<file path="src/rtl/dclab_game_pkg.sv">
// Shared types, screen geometry and joystick bit positions for the game-logic stage.
package dclab_game_pkg;

    typedef logic [9:0] coord_t;

    typedef enum logic {
        IDLE = 1'b0,
        FLY  = 1'b1
    } bullet_state_e;

    localparam int DIR_UP    = 0;
    localparam int DIR_DOWN  = 1;
    localparam int DIR_LEFT  = 2;
    localparam int DIR_RIGHT = 3;
    localparam int DIR_FIRE  = 4;

    localparam int SCREEN_W      = 640;
    localparam int SCREEN_H      = 480;
    localparam int SPRITE_W      = 32;
    localparam int SPRITE_H      = 32;
    localparam int STEP          = 4;
    localparam int BULLET_STEP   = 8;
    localparam int FIRE_COOLDOWN = 15;
    localparam int X_INIT        = 304;
    localparam int Y_INIT        = 440;

    localparam int COOL_W = $clog2(FIRE_COOLDOWN + 1);

    localparam coord_t X_MAX         = coord_t'(SCREEN_W - SPRITE_W);
    localparam coord_t Y_MAX         = coord_t'(SCREEN_H - SPRITE_H);
    localparam coord_t X_RESET       = coord_t'(X_INIT);
    localparam coord_t Y_RESET       = coord_t'(Y_INIT);
    localparam coord_t BULLET_STEP_C = coord_t'(BULLET_STEP);
    localparam coord_t MUZZLE_OFFSET = coord_t'(SPRITE_W / 2);

    localparam logic signed [10:0] STEP_S = 11'(STEP);

    // One axis of player motion: +STEP / -STEP / 0 in 11-bit signed, clamped to [0, max_pos].
    function automatic coord_t clamp_step(coord_t pos, logic dec, logic inc, coord_t max_pos);
        logic signed [10:0] delta;
        logic signed [10:0] sum;
        coord_t             result;
        delta = 11'sd0;
        if (inc && !dec) delta = STEP_S;
        if (dec && !inc) delta = -STEP_S;
        sum = $signed({1'b0, pos}) + delta;
        if (sum < 11'sd0)
            result = '0;
        else if (sum > $signed({1'b0, max_pos}))
            result = max_pos;
        else
            result = sum[9:0];
        return result;
    endfunction

endpackage

</file>
<file path="src/rtl/vsync_tick.sv">
// Turns the active-low VGA vertical sync from another clock domain into one
// single-cycle tick per frame in the local clock domain.
module vsync_tick (
    input  logic clk,
    input  logic rst_n,
    input  logic i_vsync,
    output logic o_frame_tick
);

    // Flops reset high so the idle-high vsync never looks like a falling edge after reset.
    logic sync1_reg;
    logic sync2_reg;
    logic prev_reg;
    logic tick_reg;

    // Two-flop synchronizer, edge register and registered falling-edge pulse.
    always_ff @(posedge clk or negedge rst_n) begin
        if (!rst_n) begin
            sync1_reg <= 1'b1;
            sync2_reg <= 1'b1;
            prev_reg  <= 1'b1;
            tick_reg  <= 1'b0;
        end else begin
            sync1_reg <= i_vsync;
            sync2_reg <= sync1_reg;
            prev_reg  <= sync2_reg;
            tick_reg  <= prev_reg & ~sync2_reg;
        end
    end

    assign o_frame_tick = tick_reg;

endmodule

</file>
<file path="src/rtl/player_motion.sv">
// Per-frame game logic: moves the player sprite from the joystick and flies a
// single bullet upward, with a launch cooldown counted in frames.
module player_motion
    import dclab_game_pkg::*;
(
    input  logic       CLOCK_50,
    input  logic       RST_N,
    input  logic [4:0] i_dir,
    input  logic       i_vsync,
    input  logic       i_hit,
    output logic       o_frame_tick,
    output logic [9:0] o_player_x,
    output logic [9:0] o_player_y,
    output logic       o_bullet_valid,
    output logic [9:0] o_bullet_x,
    output logic [9:0] o_bullet_y,
    output logic       o_fire_pulse
);

    logic frame_tick;

    vsync_tick u_vsync_tick (
        .clk          (CLOCK_50),
        .rst_n        (RST_N),
        .i_vsync      (i_vsync),
        .o_frame_tick (frame_tick)
    );

    bullet_state_e     state_reg, state_next;
    coord_t            player_x_reg, player_x_next;
    coord_t            player_y_reg, player_y_next;
    coord_t            bullet_x_reg, bullet_x_next;
    coord_t            bullet_y_reg, bullet_y_next;
    logic [COOL_W-1:0] cooldown_reg, cooldown_next;
    logic              fire_pending_reg, fire_pending_next;
    logic              fire_prev_reg;
    logic              fire_pulse_reg;
    logic              launch;

    // A launch needs a frame tick, an idle bullet, a latched request and an expired cooldown.
    assign launch = frame_tick && (state_reg == IDLE) && fire_pending_reg && (cooldown_reg == '0);

    // Bullet state register.
    always_ff @(posedge CLOCK_50 or negedge RST_N) begin
        if (!RST_N) state_reg <= IDLE;
        else        state_reg <= state_next;
    end

    // Bullet next state: a hit always wins over the per-frame move.
    always_comb begin
        state_next = state_reg;
        case (state_reg)
            IDLE: if (launch) state_next = FLY;
            FLY: begin
                if (i_hit)
                    state_next = IDLE;
                else if (frame_tick && (bullet_y_reg < BULLET_STEP_C))
                    state_next = IDLE;
            end
            default: state_next = IDLE;
        endcase
    end

    // Bullet coordinates: loaded from the pre-move player position on launch, stepped up in flight.
    always_comb begin
        bullet_x_next = bullet_x_reg;
        bullet_y_next = bullet_y_reg;
        case (state_reg)
            IDLE: begin
                if (launch) begin
                    bullet_x_next = player_x_reg + MUZZLE_OFFSET;
                    bullet_y_next = player_y_reg;
                end
            end
            FLY: begin
                if (!i_hit && frame_tick && (bullet_y_reg >= BULLET_STEP_C))
                    bullet_y_next = bullet_y_reg - BULLET_STEP_C;
            end
            default: ;
        endcase
    end

    // Player movement, cooldown and fire-request bookkeeping for the coming edge.
    always_comb begin
        player_x_next     = player_x_reg;
        player_y_next     = player_y_reg;
        cooldown_next     = cooldown_reg;
        fire_pending_next = fire_pending_reg;
        if (frame_tick) begin
            player_x_next = clamp_step(player_x_reg, i_dir[DIR_LEFT], i_dir[DIR_RIGHT], X_MAX);
            player_y_next = clamp_step(player_y_reg, i_dir[DIR_UP], i_dir[DIR_DOWN], Y_MAX);
            // Every tick consumes the request, so blocked presses are dropped, not queued.
            fire_pending_next = 1'b0;
            if (launch)
                cooldown_next = COOL_W'(FIRE_COOLDOWN);
            else if (cooldown_reg != '0)
                cooldown_next = cooldown_reg - 1'b1;
        end else if (i_dir[DIR_FIRE] && !fire_prev_reg) begin
            fire_pending_next = 1'b1;
        end
    end

    // Datapath registers.
    always_ff @(posedge CLOCK_50 or negedge RST_N) begin
        if (!RST_N) begin
            player_x_reg     <= X_RESET;
            player_y_reg     <= Y_RESET;
            bullet_x_reg     <= '0;
            bullet_y_reg     <= '0;
            cooldown_reg     <= '0;
            fire_pending_reg <= 1'b0;
            fire_prev_reg    <= 1'b0;
            fire_pulse_reg   <= 1'b0;
        end else begin
            player_x_reg     <= player_x_next;
            player_y_reg     <= player_y_next;
            bullet_x_reg     <= bullet_x_next;
            bullet_y_reg     <= bullet_y_next;
            cooldown_reg     <= cooldown_next;
            fire_pending_reg <= fire_pending_next;
            fire_prev_reg    <= i_dir[DIR_FIRE];
            fire_pulse_reg   <= launch;
        end
    end

    assign o_frame_tick   = frame_tick;
    assign o_player_x     = player_x_reg;
    assign o_player_y     = player_y_reg;
    assign o_bullet_valid = (state_reg == FLY);
    assign o_bullet_x     = bullet_x_reg;
    assign o_bullet_y     = bullet_y_reg;
    assign o_fire_pulse   = fire_pulse_reg;

endmodule
</file>
<file path="config.mk">
export PLATFORM = sky130hd
export DESIGN_NAME = player_motion
export DESIGN_NICKNAME = d
export VERILOG_FILES = /design/src/rtl/dclab_game_pkg.sv /design/src/rtl/vsync_tick.sv /design/src/rtl/player_motion.sv
export SDC_FILE = /design/constraint.sdc
export NUM_CORES = 1
export LEC_CHECK = 0
export BUFFER_PORTS_ARGS = -buffer_cell sky130_fd_sc_hd__clkbuf_2
export CORE_UTILIZATION = 45
export DETAILED_ROUTE_END_ITERATION = 10
export GPL_ROUTABILITY_DRIVEN = 0
export GPL_TIMING_DRIVEN = 0
export PLACE_DENSITY = 0.66
export SYNTH_ARGS = -nofsm -noshare
export SYNTH_HDL_FRONTEND = slang
export SYNTH_SLANG_ARGS = --single-unit
</file>
<file path="constraint.sdc">
create_clock -name CLOCK_50 -period 5 [get_ports CLOCK_50]
set_input_delay 0.5 -clock CLOCK_50 [delete_from_list [all_inputs] [get_ports CLOCK_50]]
set_output_delay 0.5 -clock CLOCK_50 [all_outputs]
set_load 0.05 [all_outputs]
</file>
==> metrics, run 1 <==
status completed; clock latency on the worst-skew pair 0.30 ns; clock slew at reported path FFs 0.09 ns; Worst Tran Pin Value 1.12 ns; final worst slack 1.83 ns; residual DRC count 0; Hold Violations, Final 0; Arrival @ worst endpoint 3.37 ns; mux contribution to synthesized area 0.00978; post-route core utilization 0.535; worst reg2reg path depth 10; vias per cell 5.47; gr busiest metal met2; share of the synthesized area in the top cell type 0.266; I/O pins 52; top post-synthesis cells by count dfrtp_1 (34), nand2_1 (34), inv_1 (29), o21ai_0 (25), a21oi_1 (21); met2 Usage GRT 0.344; CP Launch Type primary input; TritonCTS clock tree done; r2r setup slk 1.96 ns; drt pass-1 iters 4; slowest CP cell or3b_1; root buffer cell clkbuf_8; Yosys Warn Count 0; postcts setup bufs 0; Post-synth ARST share 1.00; Core Box Area 6830 sq um; number of I/O port buffers 45; post-cts sizing count 0; vias in the first global route 2607; synthesized instance count 368; die extent in x 86.3 um; max FFs per register 9; largest cells by area after synthesis dfrtp_1 (27%), dfstp_2 (9.0%), ha_1 (5.1%); DIE HEIGHT 86.3 um; routed vias 2853; register area share after synthesis 0.356; largest stage delay on the critical path 0.39 ns; Final Skew 0.00282 ns; global-route wire length before repair 12300 um; final setup fails 0; Mapped Area 3200 sq um; maximum buffer depth of the clock tree 2; H-Tree Depth 2; Critical Path RT 5.20 ns; CP Capture Type flip-flop; total CTS buffers 5; main combinational cell family by area after synthesis compound AO/OA/AOI/OAI gates; hold-fix buffers at CTS 0; antenna violations before repair 0; simple-gate portion of the synthesized area 0.181; Avg Cell Area, Syn 8.69 sq um; Area growth syn-to-layout 14.3%; post-synth cell types 65; Routed Antenna Nets 0; pins over their slew limit 0; ys flop type dfrtp_1; M1 GR Usage 0.289; Max VDD drop 0.405 mV; Num Clock Sinks 45; Tcrit/Tclk final 0.633; RSZ-0062 raised after global routing false; top cell family by delay on the critical path compound AO/OA/AOI/OAI gates; Initial Util 0.468; setup TNS 0 ns; number of DRC markers in iteration 0 160; layout cells sized above 1 0.228; Detailed Place HPWL 5560 um; GRT Overall Usage 0.209; Worst Path Buf+Inv 3; Tmin final 3.17 ns; worst rel slew slack 0.254; pre-CTS setup slack 1.54 ns; GRT met3 Usage 0.0410; Post-synth EDFFs 0; hold depth 1; Rows 30; DRT Wirelength 7470 um; Layout Nets 447; Post-Synth XOR/XNOR Area 0.0680; synthesized-area fraction occupied by adder cells 0.0508; Crit path depth 13; Hold WC Path Type primary input to flip-flop; GR Overflow Total 0; PwrDens 604 nW/um^2; Max FO, Critical Path 10; drt wl/cell 14.3 um; fmax 316 MHz; CP Class primary input to flip-flop; synthesized flop and latch total 45; MaxCap Viol Count 0; P_leak 1.62 nW; diode count 0; die area 7450 sq um; critical path, cell by cell clkbuf_2 -> inv_1 -> ha_1 -> buf_4 -> xor2_1 -> ha_1 -> or3b_1 -> a21boi_2 -> o221ai_2 -> a31o_1 -> a31o_1 -> nand2b_4 -> o32ai_1; largest area contributor in the netlist dfrtp_1; largest net degree at the start of global routing 46; Synth Area in Compound Gates 0.243
[area by class of cell]
type,count,area (sq um)
Buffer,33,178
Fill cell,703,3170
Inverter,29,109
Timing Repair Buffer,45,225
Multi-Input combinational cell,266,1790
Sequential cell,45,1140
Clock buffer,5,68.8
Clock inverter,3,25.0
Tap cell,96,120
[through the flow]
stage          total power, mW  hold slack (ns)  cell area [sq um]  cells
6_report                  2.21            0.272               3660    522
2_1_floorplan             1.68            0.204               3220    373
4_1_cts                   2.22            0.261               3660    522
3_3_place_gp              1.95            0.346               3560    514
3_5_place_dp              1.97            0.349               3560    514
5_1_grt                   2.37            0.245               3660    522
[logic make-up (layout without fill, tap and decap cells)]
group | after synthesis | count (layout)
other cells | 1 | 6
fa+ha+maj | 13 | 13
compound gates | 112 | 112
flops | 45 | 45
simple gates | 108 | 108
xor+xnor | 24 | 24
mux | 3 | 3
buf+inv | 62 | 115
[layer usage]
layer,wire length (um),up-vias,part of all wire
li1,-,1417,-
met1,3590,1366,0.48
met2,3510,66,0.47
met3,301,4,0.040
met4,57,0,0.0076
met5,0,-,0
[report_power, final]
part | switching, mW | leakage, nW | internal (mW)
combinational | 0.932 | 1.03 | 0.399
clock | 0.134 | 0.0447 | 0.101
sequential | 0.130 | 0.549 | 0.515
[layout by cell type, fill, tap and decap left out, drive strengths merged, types with 12 or more instances in the layout]
cell type,instances
dfrtp,34
inv,30
nor2,13
nand3,12
buf,21
xnor2,15
a21oi,21
nand2,34
clkbuf,62
ha,13
o21ai,31
[path summary, 6_finish.rpt]
path	from	to
worst max-delay path	i_dir[1]	o_player_y[4]$_DFFE_PN1P_
worst min-delay path	i_vsync	u_vsync_tick.sync1_reg$_DFF_PN1_
worst max register to register	o_player_y[3]$_DFFE_PN1P_	o_player_y[4]$_DFFE_PN1P_
worst min register to register	u_vsync_tick.sync1_reg$_DFF_PN1_	u_vsync_tick.sync2_reg$_DFF_PN1_
max in group asynchronous	RST_N	o_bullet_x[2]$_DFFE_PN0P_
min in group asynchronous	RST_N	o_bullet_y[4]$_DFFE_PN0P_
Note: power is estimated with default switching activity, not from simulation.
==> run 2, diff against run 1 <==
--- a/config.mk
+++ b/config.mk
@@ -5,6 +5,7 @@
 export SDC_FILE = /design/constraint.sdc
 export NUM_CORES = 1
 export LEC_CHECK = 0
+export ABC_AREA = 1
 export BUFFER_PORTS_ARGS = -buffer_cell sky130_fd_sc_hd__clkbuf_2
 export CORE_UTILIZATION = 45
 export DETAILED_ROUTE_END_ITERATION = 10
==> constraint.sdc (replaced) <==
create_clock -name CLOCK_50 -period 3.2 [get_ports CLOCK_50]
set_input_delay 0.32 -clock CLOCK_50 [delete_from_list [all_inputs] [get_ports CLOCK_50]]
set_output_delay 0.32 -clock CLOCK_50 [all_outputs]
set_load 0.05 [all_outputs]
==> run 2 against run 1 <==
Net effect:
- clock power up 44%
- via count up 4.6%
- die area up 3.2%
- synthesized cell count up 27%
- first-iteration DRC count down 48%
- synthesized area up 3.2%
- largest cell class unchanged
- largest power group unchanged
==> metrics, run 2 <==
MaxCap Viol Count 0 (unchanged); synthesized instance count 467 (+27%); CP Launch Type flip-flop; Clock power frac 0.109 (+0.003); Worst Path Buf+Inv 1 (-2); Critical Path RT 3.42 ns (-1.78 ns); vias per cell 4.81 (-12%); DIE HEIGHT 87.7 um (+1.6%); share of the synthesized area in the top cell type 0.258 (-0.00836); routed vias 2983 (+4.6%); commonest non-fill, non-tap cell in the layout nand2_1; Max VDD drop 0.529 mV (+30%); residual DRC count 0 (unchanged); largest area contributor in the netlist dfrtp_1; layout cells sized above 1 0.246 (+0.0185); status completed; hold-fix buffers at CTS 0 (unchanged); RSZ-0062 raised after global routing false; Post-synth EDFFs 0 (unchanged); root buffer cell clkbuf_8; Flop pwr share 0.313 (+0.021); max FFs per register 9 (unchanged); P_leak 2.01 nW (+24%); Area growth syn-to-layout 13.6%; number of DRC markers in iteration 0 83 (-48%); H-Tree Depth 2 (unchanged); worst rel slew slack 0.260 (+0.00586); setup TNS 0 ns (unchanged); Psw 1.69 mW (+41%); ys flop type dfrtp_1; largest cells by area after synthesis dfrtp_1 (26%), nand2_1 (17%), dfstp_2 (8.8%); post-cts sizing count 0 (unchanged); largest stage delay on the critical path 0.59 ns (+0.20 ns); DRT Wirelength 7250 um (-2.9%); Final Skew 0.0128 ns (+0.0100 ns); Arrival @ worst endpoint 2.45 ns (-0.92 ns); Tmin final 2.24 ns; synthesized flop and latch total 45 (unchanged); drt wl/cell 11.7 um (-18%); worst reg2reg path depth 14 (+4); critical path, cell by cell nand2_1 -> inv_1 -> nor2_1 -> ha_1 -> or2_2 -> a21oi_1 -> nand3_1 -> nand2_1 -> nor2_1 -> nand2_1 -> nand2_2 -> nor2_4 -> nand2_1 -> o21ai_1; top cell family by delay on the critical path simple AND/OR/NAND/NOR gates; hold depth 1 (unchanged); Core Box Area 6940 sq um (+1.6%); Initial Util 0.476 (+0.00736); postcts setup bufs 0 (unchanged); Hold WC Path Type primary input to flip-flop; die area 7690 sq um (+3.2%); drt pass-1 iters 4 (unchanged); CP Class flip-flop to flip-flop; global-route wire length before repair 12400 um (+0.67%); GR Overflow Total 0 (unchanged); slowest CP cell dfstp_2; Tcrit/Tclk final 0.699; post-synth cell types 36 (-45%); total power 3.11 mW (+41%); final setup fails 0 (unchanged); Hold Violations, Final 0 (unchanged); Mapped Area 3300 sq um (+3.2%); Rows 30 (unchanged); Yosys Warn Count 0 (unchanged); cell mode on critical path nand2_1; CP Capture Type flip-flop; internal power 1.42 mW (+40%); fillers 679 (-3.4%); Routed Antenna Nets 0 (unchanged); Worst Tran Pin Value 1.11 ns (-0.00879 ns); I/O pins 52 (unchanged); switch share 0.542 (+0.00130); top post-synthesis cells by count nand2_1 (152), inv_1 (59), dfrtp_1 (34), nand3_1 (33), o21ai_0 (31); maximum buffer depth of the clock tree 2 (unchanged); antenna violations before repair 0 (unchanged); most frequent cells in the layout nand2_1 (152), inv_1 (59), clkbuf_2 (45), dfrtp_1 (34), nand3_1 (33); register area share after synthesis 0.345 (-0.0112); Detailed Place HPWL 5720 um (+3.0%); Crit path depth 14 (+1); TritonCTS clock tree done; die extent in x 87.7 um (+1.6%); Layout Nets 546 (+22%); fmax 447 MHz; number of I/O port buffers 45 (unchanged); PwrDens 828 nW/um^2 (+37%); clock latency on the worst-skew pair 0.30 ns (about the same); pins over their slew limit 0 (unchanged); largest net degree at the start of global routing 46 (unchanged); Max FO, Critical Path 6 (-4); diode count 0 (unchanged); Avg Cell Area, Syn 7.07 sq um (-19%); most numerous cell in the Yosys netlist nand2_1; Num Clock Sinks 45 (unchanged); vias in the first global route 2780 (+6.6%); total CTS buffers 5 (unchanged); clock slew at reported path FFs 0.09 ns (about the same); GRT Overall Usage 0.207 (-0.00213); Comb power frac 0.578 (-0.024); Post-synth ARST share 1.00 (unchanged)
run 2: changes by cell type after synthesis, sizes merged, moves of 9 or more:
cell and delta:
xnor2 -13, nand2 +141, nor2 +24, nor2b -9, nand3 +26, inv +36
clkbuf -9, a21oi -11
run 2: power groups by stage:
stage               sequential, mW  clock (mW)  combinational, mW
floorplan                     1.48           0              0.907
global placement             0.986           0               1.77
detailed placement           0.986           0               1.80
CTS                          0.978       0.355               1.81
global route                  1.00       0.380               1.98
finish                       0.974       0.339               1.80
run 2: routing by layer:
metal	GRT usage	share of wire	vias to the layer above
met1	0.262	0.46	1350
met3	0.0396	0.044	7
met4	0.0462	0.0073	0
li1	-	-	1559
met5	0	0	-
met2	0.366	0.49	67
run 2: cell families (layout without fill, tap and decap cells):
kind of cell / Yosys count / count (layout) / share of synthesized area
other cells: 1 / 6 / 0.00114
flops: 45 / 45 / 0.345
xor+xnor: 12 / 12 / 0.0318
compound gates: 54 / 54 / 0.0996
buf+inv: 82 / 134 / 0.109
simple gates: 260 / 260 / 0.364
fa+ha+maj: 13 / 13 / 0.0492
run 2: stage by stage:
step                      cells  instance area, sq um   util  hold WS (ns)  worst slack (ns)
after floorplan             472                  3320      -        0.0244             0.980
after global routing        620                  3750  0.540        0.0794             0.609
final                       620                  3750  0.540         0.102             0.963
after detailed placement    613                  3670  0.528         0.347             0.675
after CTS                   620                  3750  0.540        0.0894             0.941
after global placement      613                  3670  0.528         0.346             0.706
run 2: cell type report:
type                            instances  area, sq um  area share
Tap cell                               96          120      0.0320
Sequential cell                        45         1140       0.304
Clock inverter                          2         16.3     0.00433
Timing Repair Buffer                   45          225      0.0600
Clock buffer                            5         68.8      0.0183
Buffer                                 17          114      0.0303
Inverter                               65          246      0.0657
Multi-Input combinational cell        345         1820       0.485
run 2: worst register-to-register path, delay by kind of cell, from the launching register on:
kind	cells	cell delay, ns
flip-flops	1	0.59
AO/OA/AOI/OAI	2	0.19
buffers and inverters	1	0.08
AND/OR/NAND/NOR	10	1.00
adder cells (fa/ha/maj)	1	0.30
run 2: worst paths after layout:
check,startpoint,endpoint,slack [ns]
setup / recovery,o_player_y[3]$_DFFE_PN1P_,o_player_y[2]$_DFFE_PN0P_,0.96
min in group asynchronous,RST_N,o_bullet_x[4]$_DFFE_PN0P_,0.22
hold reg to reg,u_vsync_tick.sync1_reg$_DFF_PN1_,u_vsync_tick.sync2_reg$_DFF_PN1_,0.36
hold / removal,i_vsync,u_vsync_tick.sync1_reg$_DFF_PN1_,0.10
max in group asynchronous,RST_N,o_player_y[6]$_DFFE_PN0P_,2.29
setup reg to reg,o_player_y[3]$_DFFE_PN1P_,o_player_y[2]$_DFFE_PN0P_,0.96
